File: config.mk
export PLATFORM = sky130hd
export DESIGN_NAME = calc_key_sequencer_flat
export DESIGN_NICKNAME = d
export VERILOG_FILES = /design/src/rtl/calc_key_sequencer_pkg.sv /design/src/rtl/calc_key_sequencer_if.sv /design/src/rtl/calc_key_sequencer_digit_acc.sv /design/src/rtl/calc_key_sequencer.sv /design/src/flat_wrapper.sv
export SDC_FILE = /design/constraint.sdc
export NUM_CORES = 1
export LEC_CHECK = 0
export ABC_AREA = 1
export ABC_CLOCK_PERIOD_IN_PS = 4000
export CAP_MARGIN = 40
export CORE_MARGIN = 5
export CORE_UTILIZATION = 25
export DETAILED_ROUTE_END_ITERATION = 10
export GPL_ROUTABILITY_DRIVEN = 0
export MAX_ROUTING_LAYER = met4
export PLACE_DENSITY_LB_ADDON = 0.08
export REMOVE_ABC_BUFFERS = 1
export SLEW_MARGIN = 20
export SYNTH_ARGS = -nofsm -noshare
export SYNTH_HDL_FRONTEND = slang
export SYNTH_HIERARCHICAL = 1
export SYNTH_SLANG_ARGS = --single-unit
File: constraint.sdc
create_clock -name clk -period 4 [get_ports clk]
set_input_delay 0.6 -clock clk [delete_from_list [all_inputs] [get_ports clk]]
set_output_delay 0.6 -clock clk [all_outputs]
set_load 0.01 [all_outputs]
File: src/rtl/calc_key_sequencer_pkg.sv
// -----------------------------------------------------------------------------
// calc_pkg
// Shared definitions for the calculator key sequencer and the ALU it drives:
//   - keypad code constants (equals, clear, operator base)
//   - sequencer state encoding
//   - ALU select map (shared with the ALU so both sides agree)
//   - key classification helpers
// -----------------------------------------------------------------------------
package calc_pkg;

  localparam logic [4:0] KEY_EQ      = 5'h18;
  localparam logic [4:0] KEY_CLR     = 5'h19;
  localparam logic [4:0] KEY_OP_BASE = 5'h10;

  localparam logic [2:0] SEL_ADD = 3'b000;
  localparam logic [2:0] SEL_SUB = 3'b001;
  localparam logic [2:0] SEL_AND = 3'b010;
  localparam logic [2:0] SEL_OR  = 3'b011;
  localparam logic [2:0] SEL_XOR = 3'b100;
  localparam logic [2:0] SEL_NOT = 3'b101;
  localparam logic [2:0] SEL_SHL = 3'b110;
  localparam logic [2:0] SEL_SHR = 3'b111;

  typedef enum logic [1:0] {
    S_A    = 2'd0,
    S_B    = 2'd1,
    S_EXEC = 2'd2,
    S_SHOW = 2'd3
  } state_t;

  // Codes 0x00..0x09 are decimal digits; 0x0A..0x0F are ignored.
  function automatic logic is_digit(input logic [4:0] code);
    return (code[4] == 1'b0) && (code[3:0] <= 4'd9);
  endfunction

  // Codes 0x10..0x17 are operators; the low three bits are the ALU select.
  function automatic logic is_op(input logic [4:0] code);
    return (code[4:3] == 2'b10);
  endfunction

endpackage

File: src/rtl/calc_key_sequencer_if.sv
// -----------------------------------------------------------------------------
// calc_key_sequencer_if
// Bundles the keypad handshake, the ALU operand/result bus and the display
// outputs of the calculator key sequencer.
//   master : the sequencer (consumes keys, drives ALU inputs and display)
//   slave  : the environment (keypad source, ALU, display sink)
// Signals:
//   key_valid/key_code/key_ready : keypad stream, accepted on valid && ready
//   alu_a/alu_b/alu_sel          : ALU operands and select
//   alu_y                        : ALU result
//   display/result_valid/entry_ovf : display value, capture pulse, sticky ovf
// -----------------------------------------------------------------------------
interface calc_key_sequencer_if #(
  parameter int WIDTH = 8
);
  logic             key_valid;
  logic [4:0]       key_code;
  logic             key_ready;
  logic [WIDTH-1:0] alu_a;
  logic [WIDTH-1:0] alu_b;
  logic [2:0]       alu_sel;
  logic [WIDTH-1:0] alu_y;
  logic [WIDTH-1:0] display;
  logic             result_valid;
  logic             entry_ovf;

  modport master (
    input  key_valid, key_code, alu_y,
    output key_ready, alu_a, alu_b, alu_sel, display, result_valid, entry_ovf
  );

  modport slave (
    output key_valid, key_code, alu_y,
    input  key_ready, alu_a, alu_b, alu_sel, display, result_valid, entry_ovf
  );
endinterface

File: src/rtl/calc_key_sequencer_digit_acc.sv
// -----------------------------------------------------------------------------
// calc_digit_acc
// Combinational decimal entry step: o_sum = i_acc*10 + i_digit, evaluated at
// WIDTH+4 bits so the true value is never lost. o_ovf flags that the result
// does not fit in WIDTH bits, in which case the caller keeps its old value.
// Ports:
//   i_acc   : current entry value
//   i_digit : digit 0..9
//   o_sum   : low WIDTH bits of i_acc*10 + i_digit
//   o_ovf   : 1 when i_acc*10 + i_digit > 2^WIDTH-1
// -----------------------------------------------------------------------------
module calc_digit_acc #(
  parameter int WIDTH = 8
) (
  input  logic [WIDTH-1:0] i_acc,
  input  logic [3:0]       i_digit,
  output logic [WIDTH-1:0] o_sum,
  output logic             o_ovf
);
  logic [WIDTH+3:0] w_x;
  logic [WIDTH+3:0] w_wide;

  // x*10 = x*8 + x*2; the extra 4 bits hold up to 10*2^WIDTH - 1.
  always_comb begin
    w_x    = {4'b0000, i_acc};
    w_wide = (w_x << 3) + (w_x << 1) + {{WIDTH{1'b0}}, i_digit};
    o_sum  = w_wide[WIDTH-1:0];
    o_ovf  = |w_wide[WIDTH+3:WIDTH];
  end
endmodule

File: src/rtl/calc_key_sequencer.sv
// -----------------------------------------------------------------------------
// calc_key_sequencer
// Calculator front-end for a combinational 8-bit ALU. Builds decimal operands
// A and B from a keypad stream, drives the ALU, waits ALU_WAIT cycles, captures
// the result and shows it. Supports chained operators and repeat-equals.
// Ports:
//   clk   : system clock, rising edge
//   rst_n : asynchronous active-low reset
//   bus   : calc_key_sequencer_if.master (keys, ALU bus, display outputs)
// Parameters:
//   WIDTH    : operand/result width, must match the ALU
//   ALU_WAIT : cycles the ALU inputs are held before y is sampled (>= 1)
// -----------------------------------------------------------------------------
module calc_key_sequencer
  import calc_pkg::*;
#(
  parameter int WIDTH    = 8,
  parameter int ALU_WAIT = 1
) (
  input  logic                 clk,
  input  logic                 rst_n,
  calc_key_sequencer_if.master bus
);
  localparam int CNT_W = (ALU_WAIT > 1) ? $clog2(ALU_WAIT) : 1;

  state_t           r_state,    w_state_nxt;
  logic [WIDTH-1:0] r_a,        w_a_nxt;
  logic [WIDTH-1:0] r_b,        w_b_nxt;
  logic [WIDTH-1:0] r_last_b,   w_last_b_nxt;
  logic [WIDTH-1:0] r_alu_a,    w_alu_a_nxt;
  logic [WIDTH-1:0] r_alu_b,    w_alu_b_nxt;
  logic [WIDTH-1:0] r_disp_hold, w_disp_hold_nxt;
  logic [2:0]       r_sel,      w_sel_nxt;
  logic [2:0]       r_pend_sel, w_pend_sel_nxt;
  logic [2:0]       r_alu_sel,  w_alu_sel_nxt;
  logic             r_chain,    w_chain_nxt;
  logic             r_b_ent,    w_b_ent_nxt;
  logic             r_ovf,      w_ovf_nxt;
  logic             r_rv,       w_rv_nxt;
  logic [CNT_W-1:0] r_cnt,      w_cnt_nxt;

  logic             w_key_ready;
  logic             w_accept;
  logic             w_is_digit;
  logic             w_is_op;
  logic             w_is_eq;
  logic             w_is_clr;
  logic [3:0]       w_digit;
  logic [WIDTH-1:0] w_acc_in;
  logic [WIDTH-1:0] w_acc_sum;
  logic             w_acc_ovf;
  logic [WIDTH-1:0] w_display;
  logic             w_enter_exec;
  logic [WIDTH-1:0] w_exec_b;

  assign w_key_ready = (r_state != S_EXEC);
  assign w_accept    = bus.key_valid && w_key_ready;
  assign w_is_digit  = is_digit(bus.key_code);
  assign w_is_op     = is_op(bus.key_code);
  assign w_is_eq     = (bus.key_code == KEY_EQ);
  assign w_is_clr    = (bus.key_code == KEY_CLR);
  assign w_digit     = bus.key_code[3:0];

  // One accumulator serves both operands; B is only ever entered in S_B.
  assign w_acc_in = (r_state == S_B) ? r_b : r_a;

  calc_digit_acc #(.WIDTH(WIDTH)) u_digit_acc (
    .i_acc   (w_acc_in),
    .i_digit (w_digit),
    .o_sum   (w_acc_sum),
    .o_ovf   (w_acc_ovf)
  );

  // A holds R after a capture, so S_SHOW shows A.
  always_comb begin
    w_display = r_a;
    case (r_state)
      S_A:     w_display = r_a;
      S_B:     w_display = r_b_ent ? r_b : r_a;
      S_EXEC:  w_display = r_disp_hold;
      S_SHOW:  w_display = r_a;
      default: w_display = r_a;
    endcase
  end

  always_ff @(posedge clk or negedge rst_n) begin
    if (!rst_n) begin
      r_state     <= S_A;
      r_a         <= '0;
      r_b         <= '0;
      r_last_b    <= '0;
      r_alu_a     <= '0;
      r_alu_b     <= '0;
      r_disp_hold <= '0;
      r_sel       <= '0;
      r_pend_sel  <= '0;
      r_alu_sel   <= '0;
      r_chain     <= 1'b0;
      r_b_ent     <= 1'b0;
      r_ovf       <= 1'b0;
      r_rv        <= 1'b0;
      r_cnt       <= '0;
    end else begin
      r_state     <= w_state_nxt;
      r_a         <= w_a_nxt;
      r_b         <= w_b_nxt;
      r_last_b    <= w_last_b_nxt;
      r_alu_a     <= w_alu_a_nxt;
      r_alu_b     <= w_alu_b_nxt;
      r_disp_hold <= w_disp_hold_nxt;
      r_sel       <= w_sel_nxt;
      r_pend_sel  <= w_pend_sel_nxt;
      r_alu_sel   <= w_alu_sel_nxt;
      r_chain     <= w_chain_nxt;
      r_b_ent     <= w_b_ent_nxt;
      r_ovf       <= w_ovf_nxt;
      r_rv        <= w_rv_nxt;
      r_cnt       <= w_cnt_nxt;
    end
  end

  always_comb begin
    w_state_nxt     = r_state;
    w_a_nxt         = r_a;
    w_b_nxt         = r_b;
    w_last_b_nxt    = r_last_b;
    w_alu_a_nxt     = r_alu_a;
    w_alu_b_nxt     = r_alu_b;
    w_disp_hold_nxt = r_disp_hold;
    w_sel_nxt       = r_sel;
    w_pend_sel_nxt  = r_pend_sel;
    w_alu_sel_nxt   = r_alu_sel;
    w_chain_nxt     = r_chain;
    w_b_ent_nxt     = r_b_ent;
    w_ovf_nxt       = r_ovf;
    w_rv_nxt        = 1'b0;
    w_cnt_nxt       = r_cnt;
    w_enter_exec    = 1'b0;
    w_exec_b        = r_b;

    // w_accept is never true in S_EXEC, so clear cannot interrupt a calculation.
    if (w_accept && w_is_clr) begin
      w_a_nxt      = '0;
      w_b_nxt      = '0;
      w_last_b_nxt = '0;
      w_sel_nxt    = '0;
      w_ovf_nxt    = 1'b0;
      w_b_ent_nxt  = 1'b0;
      w_chain_nxt  = 1'b0;
      w_state_nxt  = S_A;
    end else begin
      case (r_state)
        S_A: begin
          if (w_accept && w_is_digit) begin
            if (w_acc_ovf) w_ovf_nxt = 1'b1;
            else           w_a_nxt   = w_acc_sum;
          end else if (w_accept && w_is_op) begin
            w_sel_nxt   = bus.key_code[2:0];
            w_b_nxt     = '0;
            w_b_ent_nxt = 1'b0;
            w_state_nxt = S_B;
          end
        end
        S_B: begin
          if (w_accept && w_is_digit) begin
            if (w_acc_ovf) begin
              w_ovf_nxt = 1'b1;
            end else begin
              w_b_nxt     = w_acc_sum;
              w_b_ent_nxt = 1'b1;
            end
          end else if (w_accept && w_is_op) begin
            if (!r_b_ent) begin
              w_sel_nxt = bus.key_code[2:0];
            end else begin
              w_pend_sel_nxt = bus.key_code[2:0];
              w_chain_nxt    = 1'b1;
              w_enter_exec   = 1'b1;
            end
          end else if (w_accept && w_is_eq && r_b_ent) begin
            w_chain_nxt  = 1'b0;
            w_enter_exec = 1'b1;
          end
        end
        S_EXEC: begin
          if (r_cnt == CNT_W'(ALU_WAIT - 1)) begin
            w_rv_nxt = 1'b1;
            w_a_nxt  = bus.alu_y;
            if (r_chain) begin
              w_sel_nxt   = r_pend_sel;
              w_b_nxt     = '0;
              w_b_ent_nxt = 1'b0;
              w_state_nxt = S_B;
            end else begin
              // r_alu_b is B for both a fresh equals and a repeat-equals.
              w_last_b_nxt = r_alu_b;
              w_state_nxt  = S_SHOW;
            end
          end else begin
            w_cnt_nxt = r_cnt + CNT_W'(1);
          end
        end
        S_SHOW: begin
          if (w_accept && w_is_digit) begin
            w_a_nxt     = WIDTH'(w_digit);
            w_state_nxt = S_A;
          end else if (w_accept && w_is_op) begin
            w_sel_nxt   = bus.key_code[2:0];
            w_b_nxt     = '0;
            w_b_ent_nxt = 1'b0;
            w_state_nxt = S_B;
          end else if (w_accept && w_is_eq) begin
            w_b_nxt      = r_last_b;
            w_exec_b     = r_last_b;
            w_chain_nxt  = 1'b0;
            w_enter_exec = 1'b1;
          end
        end
        default: w_state_nxt = S_A;
      endcase
    end

    // ALU inputs change only here, so they stay constant for the whole
    // S_EXEC window and hold their values afterwards.
    if (w_enter_exec) begin
      w_state_nxt     = S_EXEC;
      w_cnt_nxt       = '0;
      w_alu_a_nxt     = r_a;
      w_alu_b_nxt     = w_exec_b;
      w_alu_sel_nxt   = r_sel;
      w_disp_hold_nxt = w_display;
    end
  end

  assign bus.key_ready    = w_key_ready;
  assign bus.alu_a        = r_alu_a;
  assign bus.alu_b        = r_alu_b;
  assign bus.alu_sel      = r_alu_sel;
  assign bus.display      = w_display;
  assign bus.result_valid = r_rv;
  assign bus.entry_ovf    = r_ovf;
endmodule

File: src/flat_wrapper.sv
// flat-port wrapper written by rule: the top's interface ports become plain ports
module calc_key_sequencer_flat import calc_pkg::*;
#(
  parameter int WIDTH    = 8,
  parameter int ALU_WAIT = 1
)
  (clk, rst_n, bus_key_valid, bus_key_code, bus_alu_y, bus_key_ready, bus_alu_a, bus_alu_b, bus_alu_sel, bus_display, bus_result_valid, bus_entry_ovf);
  calc_key_sequencer_if #(.WIDTH(WIDTH)) bus_i ();
  input  logic clk;
  input  logic rst_n;
  input wire logic [$bits(bus_i.key_valid)-1:0] bus_key_valid;
  input wire logic [$bits(bus_i.key_code)-1:0] bus_key_code;
  input wire logic [$bits(bus_i.alu_y)-1:0] bus_alu_y;
  output wire logic [$bits(bus_i.key_ready)-1:0] bus_key_ready;
  output wire logic [$bits(bus_i.alu_a)-1:0] bus_alu_a;
  output wire logic [$bits(bus_i.alu_b)-1:0] bus_alu_b;
  output wire logic [$bits(bus_i.alu_sel)-1:0] bus_alu_sel;
  output wire logic [$bits(bus_i.display)-1:0] bus_display;
  output wire logic [$bits(bus_i.result_valid)-1:0] bus_result_valid;
  output wire logic [$bits(bus_i.entry_ovf)-1:0] bus_entry_ovf;
  assign bus_i.key_valid = bus_key_valid;
  assign bus_i.key_code = bus_key_code;
  assign bus_i.alu_y = bus_alu_y;
  assign bus_key_ready = bus_i.key_ready;
  assign bus_alu_a = bus_i.alu_a;
  assign bus_alu_b = bus_i.alu_b;
  assign bus_alu_sel = bus_i.alu_sel;
  assign bus_display = bus_i.display;
  assign bus_result_valid = bus_i.result_valid;
  assign bus_entry_ovf = bus_i.entry_ovf;
  calc_key_sequencer #(.WIDTH(WIDTH), .ALU_WAIT(ALU_WAIT)) u_core (.clk(clk), .rst_n(rst_n), .bus(bus_i));
endmodule
### Word-level counts from Yosys, hierarchy flattened

Cells that the tools add are included.

| storage, ports and cells | value |
|---|---|
| bits in registers | 64 |
| bits in latches | 0 |
| bits in writable memories | 0 |
| memory bits (read-only) | 0 |
| bits of input ports | 16 |
| output and inout bits | 30 |
| logic and storage cells | 162 |
| memories | 0 |

| cells by class | value |
|---|---|
| add/subtract/negate cells | 3 |
| multiply operators | 0 |
| divide/modulo/power cells | 0 |
| $lt $le $gt $ge | 1 |
| equality and inequality tests | 31 |
| shift operators | 0 |
| mux-type cells | 80 |
| bitwise logic cells | 3 |
| reductions and logical operators | 29 |

Operators with widths:

| operator | number |
|---|---|
| 8-bit two-way mux | 23 |
| 8-bit case mux with 3 select lines | 2 |
| 1-bit two-way mux | 34 |
| 8-bit case mux with 4 select lines | 1 |
| 3-bit two-way mux | 8 |
| 7-bit AND reduction | 3 |
| 3-bit by 1-bit != test with 1-bit output, second input constant | 6 |
| 3-bit != test, second input constant | 6 |
| 3-bit by 2-bit != test with 1-bit output, second input constant | 5 |
| 2-bit two-way mux | 7 |
| 11-bit by 9-bit adder with 12-bit output | 1 |
| 12-bit by 4-bit adder with 12-bit output | 1 |
| 5-bit equality test, second input constant | 2 |
| 5-bit AND reduction | 2 |
| 2-bit nonzero test | 5 |
| 3-bit case mux with 3 select lines | 1 |
| 3-bit AND reduction | 3 |
| 4-bit != test, second input constant | 2 |
| 1-bit logical AND | 7 |
| 2-bit equality test, second input constant | 3 |
| 2-bit != test, second input constant | 3 |
| 2-bit case mux with 3 select lines | 1 |
| 6-bit AND reduction | 1 |
| 5-bit nonzero test | 1 |
| 15 further kinds | 19 |

### Depth between registers and ports, before layout

Gate-level depths: netlist (run 1).

| depth | value |
|---|---|
| depth after elaboration | 11 |
| depth in mapped cells | 26 |
| depth with buffers taken out | 25 |

### Hierarchy

The synthesis (run 1) kept the hierarchy.

Modules (own cells, without submodules):

| module | times used | cells each | area each (um^2) | seq. area each (um^2) |
|---|---|---|---|---|
| calc_key_sequencer | 1 | 510 | 3654.8 | 1576.5 |
| calc_digit_acc | 1 | 103 | 635.6 | 0.0 |

### Worst setup path before layout (run 1)

OpenSTA, ideal clock, no wires.

| timing path | value |
|---|---|
| kind | reg-to-reg |
| start | register u_core.r_state[1] |
| end | register u_core.r_b[5] |
| arrival | 3.502 ns |
| data required time | 3.935 ns |
| slack | 0.433 ns |
| cell stages (with the launch flop) | 25 |
| path buffers | 2 |
| clock period less this slack | 3.567 ns |
| cell sequence | dfrtp_1 -> inv_1 -> ha_1 -> buf_2 -> inv_1 -> clkbuf_1 -> o21ai_0 -> inv_1 -> fa_1 -> fa_1 -> inv_1 -> nand2_1 -> nand2_2 -> nand3_1 -> nand3_1 -> nand2_1 -> nor2_1 -> nand2_1 -> nand2_1 -> inv_1 -> nand2_1 -> nand3_4 -> nor2_4 -> nand3_1 -> nand2_1 |

| between the ends | value |
|---|---|
| elaborated cells between the ends (all ways) | 29 |
| classes of those cells | add/sub (2); eq/ne (11); mux (8); reduce/logical (8) |

RTL lines:

| element | line | RTL |
|---|---|---|
| start, declared | calc_key_sequencer.sv:26 | `state_t r_state, w_state_nxt;` |
| start signal, assigned | calc_key_sequencer.sv:104 | `r_state <= w_state_nxt;` |
| 2-bit by 1-bit equality test with 1-bit output | calc_key_sequencer.sv:65 | `assign w_acc_in = (r_state == S_B) ? r_b : r_a;` |
| 8-bit two-way mux | calc_key_sequencer.sv:65 |  |
| net u_core.w_acc_in[0] | calc_key_sequencer.sv:49 | `logic [WIDTH-1:0] w_acc_in;` |
| 11-bit by 9-bit adder with 12-bit output | calc_key_sequencer_digit_acc.sv:26 | `w_wide = (w_x << 3) + (w_x << 1) + {{WIDTH{1'b0}}, i_digit};` |
| 12-bit by 4-bit adder with 12-bit output | calc_key_sequencer_digit_acc.sv:26 |  |
| 4-bit OR reduction | calc_key_sequencer_digit_acc.sv:28 | `o_ovf = \|w_wide[WIDTH+3:WIDTH];` |
| net u_core.w_acc_ovf | calc_key_sequencer.sv:51 | `logic w_acc_ovf;` |
| 3-bit != test (no line) | - |  |
| 7-bit AND reduction (no line) | - |  |
| end signal, assigned | calc_key_sequencer.sv:106 | `r_b <= w_b_nxt;` |
| end, declared | calc_key_sequencer.sv:28 | `logic [WIDTH-1:0] r_b, w_b_nxt;` |

The timed path passes the listed nets, and every way through them passes these cells. The select of a mux whose other input is x is not followed.
A chain may end at the register's enable or synchronous reset.

### Final worst setup path (run 1)

| timing path | value |
|---|---|
| start | register u_core.r_state[0] |
| end | register u_core.r_b[7] |

Same word-level chain as after synthesis.

==> results.cfg, run 1 <==
[run_status]
outcome = finished clean

[timing]
setup_viol = 0
worst_pin_slew_ns = 0.6419
setup_tns_ns = 0
fmax_ghz = 0.2748
fin_skew_ns = 0.005762
relSlewSlack_pct = 57.16
slew_violations = 0
hold_violations = 0
min_period_ns = 3.639
period_share_pct = 90.97
rsz0062_at_grt = false

[floorplanning]
coreArea_mm2 = 0.01706
die-width_um = 141
rows = 48
pin_count = 46
initial_core_util_pct = 25.15
fp.dieArea_mm2 = 0.01988
die_y_um = 141

[synth]
synthMuxAreaShare_pct = 0
synth-xor-area-share_pct = 0.8166
avgSynthCellArea_um2 = 6.999
netlist_area_mm2 = 0.004290
synth_top_family_by_area = simple AND/OR/NAND/NOR gates
synthAdderAreaFrac_pct = 6.474
ys_ff_latch = 63
synth_compound_area_share_pct = 14.14
ys_types = 37
synthSimpleGateAreaFrac_pct = 32.52
seq_area_frac_synth_pct = 36.75
synth_cells = 613
ys_warn_count = 6

[detailed_routing]
wl_per_cell_um = 15.60
drt-initial-drc-count = 334
vias = 4029
viasPerCell = 4.537
routed_wl_um = 13850
drt_pre_antenna_iters = 5
drc = 0
antenna_left = 0

[global_routing]
grt_pass1_wl_um = 22190
grtUsageTotal_pct = 14.72
grt_overflow = 0
first_global_vias = 3892
grt_start_max_net_pins = 37
antenna_found_initial = 0

[power_and_ir_drop]
powerDensity_mw_per_mm2 = 865.0
p_leak_uw = 0.002690
max-vdd-ir-drop_mv = 0.2695
p_total_uw = 4567

[placement]
port_buffers = 45
dp.final_hpwl_um = 10950

[worst_hold_path]
hold_class = in2async

[flow_run]
drv_cap = 0

[cells_and_area]
diodes = 0
layout_commonest_cell = nand2_1
fillers = 1915
area_delta_synth_final_pct = 23.07
nNetsFinal = 696
drive_gt1_share_pct = 7.541
layout_common_cells = nand2_1 (239), o21ai_0 (68), inv_1 (64), dfrtp_1 (63), clkdlybuf4s50_1 (44)

[clocking]
clkTransAtPathRegs_ns = 0.06
cts_repair_resize_count = 0
ctsHtreeMaxLevel = 3
clockBufferDepth = 2
ctsHoldBuffers = 0
cts_setup_buffers = 0
cts_made_buffers = 9
clkSinkCount = 63
cts_root_buffer = clkbuf_16
cts_tree = done
clk_latency_ns = 0.34

[setup_path]
criticalPathCategory = reg2reg
path_max_fanout = 9
crit_path_start_kind = flop
arrival_ns = 3.91
cp.required_ns = 4.27
cp_cell_sequence = ha_1 -> inv_1 -> nand2_1 -> o21ai_0 -> buf_4 -> inv_1 -> fa_1 -> fa_2 -> inv_1 -> nand2_1 -> nand2_2 -> nand3_1 -> nand3_1 -> nand2_1 -> nor2_1 -> nand2_1 -> nand2_1 -> inv_1 -> nand2_1 -> nand3_4 -> nor2_4 -> nand3_1 -> nand2_1
crit_top_cell = nand2_1
critical-path-top-delay-family = simple AND/OR/NAND/NOR gates
cp_slowest_cell = fa_1
worst-path-buf-inv = 5
crit_path_max_incr_delay_ns = 0.52
worstSetupEndpointType = flop
-- layer usage --
metal	wire [um]	global-route usage, %
met1	7026	20.69
met4	136	3.213
met5	0	-
met3	472	2.849
met2	6217	22.05
-- sequential cells by signal, indices dropped and copies added (netlist names) --
signal                   flops
u_core/r_b                   8
u_core/bus.alu_b             8
u_core/bus.alu_a             8
u_core/r_sel                 3
u_core/r_b_ent               1
u_core/r_pend_sel            3
u_core/bus.entry_ovf         1
u_core/bus.alu_sel           3
u_core/r_disp_hold           8
u_core/r_a                   8
u_core/bus.result_valid      1
u_core/r_chain               1
u_core/r_state               2
u_core/r_last_b              8
-- cell usage after synthesis (all sizes together) --
| library cell | instances | area (um2) |
|---|---|---|
| nand2 | 246 | 955.9 |
| o21ai | 75 | 375.4 |
| inv | 66 | 252.7 |
| dfrtp | 63 | 1577 |
| nand3 | 45 | 252.8 |
| nor2 | 31 | 147.6 |
| ha | 19 | 237.7 |
| buf | 17 | 115.1 |
| a21oi | 11 | 81.33 |
| clkbuf | 8 | 31.28 |
| o211ai | 8 | 60.06 |
| a22oi | 5 | 37.54 |
| o221ai | 3 | 26.28 |
| o22ai | 3 | 18.77 |
| or2 | 3 | 21.28 |
| xnor2 | 3 | 26.28 |
| fa | 2 | 40.04 |
| nand4 | 2 | 12.51 |
| nor3 | 1 | 5.000 |
| o21a | 1 | 7.510 |
| xor2 | 1 | 8.760 |
-- layout make-up --
cell class,count,area (um2),area share [%]
Timing Repair Buffer,60,570.5,10.81
Inverter,66,252.7,4.787
Sequential cell,63,1577,29.86
Clock buffer,12,236.5,4.479
Clock inverter,3,45.04,0.8531
Tap cell,225,281.5,5.332
Multi-Input combinational cell,459,2317,43.89
-- final timing paths --
kind,from,end,slack (ns),cells past startpoint
worst max-delay path,u_core/r_state[0]$_DFFE_PN0P_,u_core/r_b[7]$_DFFE_PN0P_,0.36,23
worst min-delay path,rst_n,u_core/bus.alu_a[6]$_DFFE_PN0P_,0.11,1
worst max register to register,u_core/r_state[0]$_DFFE_PN0P_,u_core/r_b[7]$_DFFE_PN0P_,0.36,23
worst min register to register,u_core/r_sel[1]$_DFFE_PN0P_,u_core/bus.alu_sel[1]$_DFFE_PN0P_,0.48,2
max in group asynchronous,rst_n,u_core/bus.alu_b[7]$_DFFE_PN0P_,3.15,3
min in group clk,u_core/r_sel[1]$_DFFE_PN0P_,u_core/bus.alu_sel[1]$_DFFE_PN0P_,0.48,2
-- metrics by stage --
| stage | util (%) | hold slack [ns] | instance area [um2] | std cells | worst slack, ns |
|---|---|---|---|---|---|
| after detailed placement | 29.29 | 0.4618 | 4996 | 873 | 0.2520 |
| after CTS | 30.94 | 0.1142 | 5278 | 888 | 0.2594 |
| final | 30.96 | 0.1141 | 5280 | 888 | 0.3613 |
| after floorplan | - | 0.3044 | 4144 | 588 | 0.2809 |
| after global routing | 30.96 | 0.1198 | 5280 | 888 | 0.05424 |
| after global placement | 29.17 | 0.4657 | 4976 | 872 | 0.3062 |
-- where the power goes --
group	leakage [uW]	switching (uW)	internal (uW)
clock	0.000129	295	480
sequential	0.000817	191	905
combinational	0.00174	1630	1060
total	0.00269	2120	2450
-- worst register-to-register path: stages (launching register included) --
cell and delay (ns):
dfrtp_1 0.42, ha_1 0.25, inv_1 0.12, nand2_1 0.09, o21ai_0 0.12, buf_4 0.18
inv_1 0.06, fa_1 0.52, fa_2 0.42, inv_1 0.06, nand2_1 0.06, nand2_2 0.08
nand3_1 0.10, nand3_1 0.09, nand2_1 0.05, nor2_1 0.09, nand2_1 0.11, nand2_1 0.08
inv_1 0.05, nand2_1 0.10, nand3_4 0.13, nor2_4 0.21, nand3_1 0.10, nand2_1 0.08
-- logic make-up after synthesis --
kind of cell | Yosys count
AND/OR/NAND/NOR | 328
AO/OA/AOI/OAI | 106
buffers and inverters | 91
flip-flops | 63
adder cells (fa/ha/maj) | 21
XOR/XNOR | 4
Power figures use the tool's default switching activity.
==> run 2: changes to the inputs <==
--- a/config.mk
+++ b/config.mk
@@ -7,7 +7,7 @@
 export LEC_CHECK = 0
 export ABC_AREA = 1
 export ABC_CLOCK_PERIOD_IN_PS = 4000
-export CAP_MARGIN = 40
+export CAP_MARGIN = 20
 export CORE_MARGIN = 5
 export CORE_UTILIZATION = 25
 export DETAILED_ROUTE_END_ITERATION = 10
==> results.cfg, run 2 (synthesis gave the netlist of run 1 again) <==
[global_routing]
grt_start_max_net_pins = 37
grtUsageTotal_pct = 14.86
first_global_vias = 3922
grt_pass1_wl_um = 22540
grt_overflow = 0
antenna_found_initial = 0

[power_and_ir_drop]
p_leak_uw = 0.002689
powerDensity_mw_per_mm2 = 861.6
max-vdd-ir-drop_mv = 0.2530
power.switching_uw = 2118
p_seq_share_pct = 24.3
p_sw_share_pct = 46.72
combPwrFrac_pct = 59.1
clockPowerShare_pct = 16.7
power.internal_uw = 2416

[detailed_routing]
routed_wl_um = 13750
antenna_left = 0
vias = 4054
drt_pre_antenna_iters = 4
viasPerCell = 4.565
wl_per_cell_um = 15.48
drc = 0
drt-initial-drc-count = 306

[setup_path]
cp_cell_sequence = inv_1 -> ha_1 -> inv_2 -> o21ai_0 -> buf_4 -> inv_1 -> fa_1 -> fa_1 -> inv_1 -> nand2_1 -> nand2_2 -> nand3_2 -> nand3_1 -> nand2_1 -> nor2_1 -> nand2_1 -> nand2_1 -> inv_1 -> nand2_1 -> nand3_4 -> nor2_4 -> nand3_1 -> nand2_1
cp_slowest_cell = fa_1
path_max_fanout = 9
crit_path_start_kind = flop
criticalPathCategory = reg2reg
cp.required_ns = 4.27
worst-path-buf-inv = 6
critical-path-top-delay-family = simple AND/OR/NAND/NOR gates
crit_top_cell = nand2_1
crit_path_max_incr_delay_ns = 0.52
arrival_ns = 3.95
worstSetupEndpointType = flop

[timing]
worst_pin_slew_ns = 0.8539
slew_violations = 0
layout_setup_ws_ns = 0.3193
fmax_ghz = 0.2717
rsz0062_at_grt = false
min_period_ns = 3.681
setup_viol = 0
hold_violations = 0
fin_skew_ns = 0.007023
period_share_pct = 92.02
relSlewSlack_pct = 43.07
setup_tns_ns = 0

[floorplanning]
rows = 48
die-width_um = 141
fp.dieArea_mm2 = 0.01988
initial_core_util_pct = 25.15
die_y_um = 141
coreArea_mm2 = 0.01706
pin_count = 46

[clocking]
ctsHtreeMaxLevel = 3
clk_latency_ns = 0.34
clkSinkCount = 63
cts_setup_buffers = 0
cts_made_buffers = 9
clockBufferDepth = 2
cts_root_buffer = clkbuf_16
clkTransAtPathRegs_ns = 0.06
ctsHoldBuffers = 0
cts_tree = done

[cells_and_area]
diodes = 0
fillers = 1894
instances_no_fill = 888
nNetsFinal = 695
drive_gt1_share_pct = 7.843
layout_common_cells = nand2_1 (239), o21ai_0 (69), inv_1 (63), dfrtp_1 (63), clkdlybuf4s50_1 (44)
layout_commonest_cell = nand2_1
area_delta_synth_final_pct = 22.66

[placement]
port_buffers = 45
pre_cts_ws_ns = 0.2601
dp.final_hpwl_um = 10870
placed_cells = 872

[flow_run]
drv_cap = 0

[worst_hold_path]
hold_class = in2async

[run_status]
outcome = finished clean
==> run 2: what timing repair did <==
action | 4_1_cts | 5_1_grt
endpoints found under the setup margin | 0 | 5
resized for setup | 0 | 1
hold endpoints to repair | 0 | 0
==> run 2: power groups by stage <==
stage | logic (uW) | registers [uW] | clock network [uW]
6_report | 2680 | 1100 | 755
5_1_grt | 3050 | 1140 | 806
4_1_cts | 2720 | 1100 | 779
3_5_place_dp | 2710 | 1110 | 0
3_3_place_gp | 2710 | 1110 | 0
2_1_floorplan | 1710 | 1090 | 0
==> run 2: final timing paths <==
path,start,end,slack (ns),depth (start not counted)
setup / recovery,u_core/r_state[1]$_DFFE_PN0P_,u_core/r_b[7]$_DFFE_PN0P_,0.32,23
hold / removal,rst_n,u_core/bus.alu_a[6]$_DFFE_PN0P_,0.37,1
setup reg to reg,u_core/r_state[1]$_DFFE_PN0P_,u_core/r_b[7]$_DFFE_PN0P_,0.32,23
hold reg to reg,u_core/r_sel[0]$_DFFE_PN0P_,u_core/bus.alu_sel[0]$_DFFE_PN0P_,0.47,2
max in group asynchronous,rst_n,u_core/r_last_b[4]$_DFFE_PN0P_,2.85,2
min in group clk,u_core/r_sel[0]$_DFFE_PN0P_,u_core/bus.alu_sel[0]$_DFFE_PN0P_,0.47,2
==> run 2: worst reg2reg max path, cell delays in order (launching register included) <==
cell and delay, ns:
dfrtp_1 0.37, inv_1 0.08, ha_1 0.20, inv_2 0.07
o21ai_0 0.26, buf_4 0.18, inv_1 0.05, fa_1 0.52
fa_1 0.48, inv_1 0.08, nand2_1 0.06, nand2_2 0.08
nand3_2 0.08, nand3_1 0.08, nand2_1 0.07, nor2_1 0.11
nand2_1 0.10, nand2_1 0.08, inv_1 0.05, nand2_1 0.10
nand3_4 0.13, nor2_4 0.20, nand3_1 0.10, nand2_1 0.08
==> run 2: layout make-up <==
class                           count  area [um2]  share of cell area [%]
Clock inverter                      4       30.03                  0.5706
Inverter                           66       252.7                   4.803
Clock buffer                       12       256.5                   4.874
Multi-Input combinational cell    459        2315                   43.98
Tap cell                          225       281.5                   5.349
Sequential cell                    63        1577                   29.96
Timing Repair Buffer               59       550.5                   10.46
==> run 2: metrics by stage <==
step | area [um2] | power (uW) | utilization [%] | hold slack, ns
after floorplan | 4144 | 2796 | - | 0.3044
after global placement | 4976 | 3823 | 29.17 | 0.4657
after detailed placement | 4976 | 3820 | 29.17 | 0.4618
after CTS | 5263 | 4598 | 30.85 | 0.3958
after global routing | 5263 | 5000 | 30.85 | 0.4387
final | 5263 | 4534 | 30.85 | 0.3719
==> run 2: per-layer routing <==
metal	global-route usage, %	wire length (um)	vias up
li1	-	-	2066
met5	-	0	-
met1	21.09	6982	1902
met4	3.519	153	0
met2	22.08	6108	76
met3	2.646	502	10
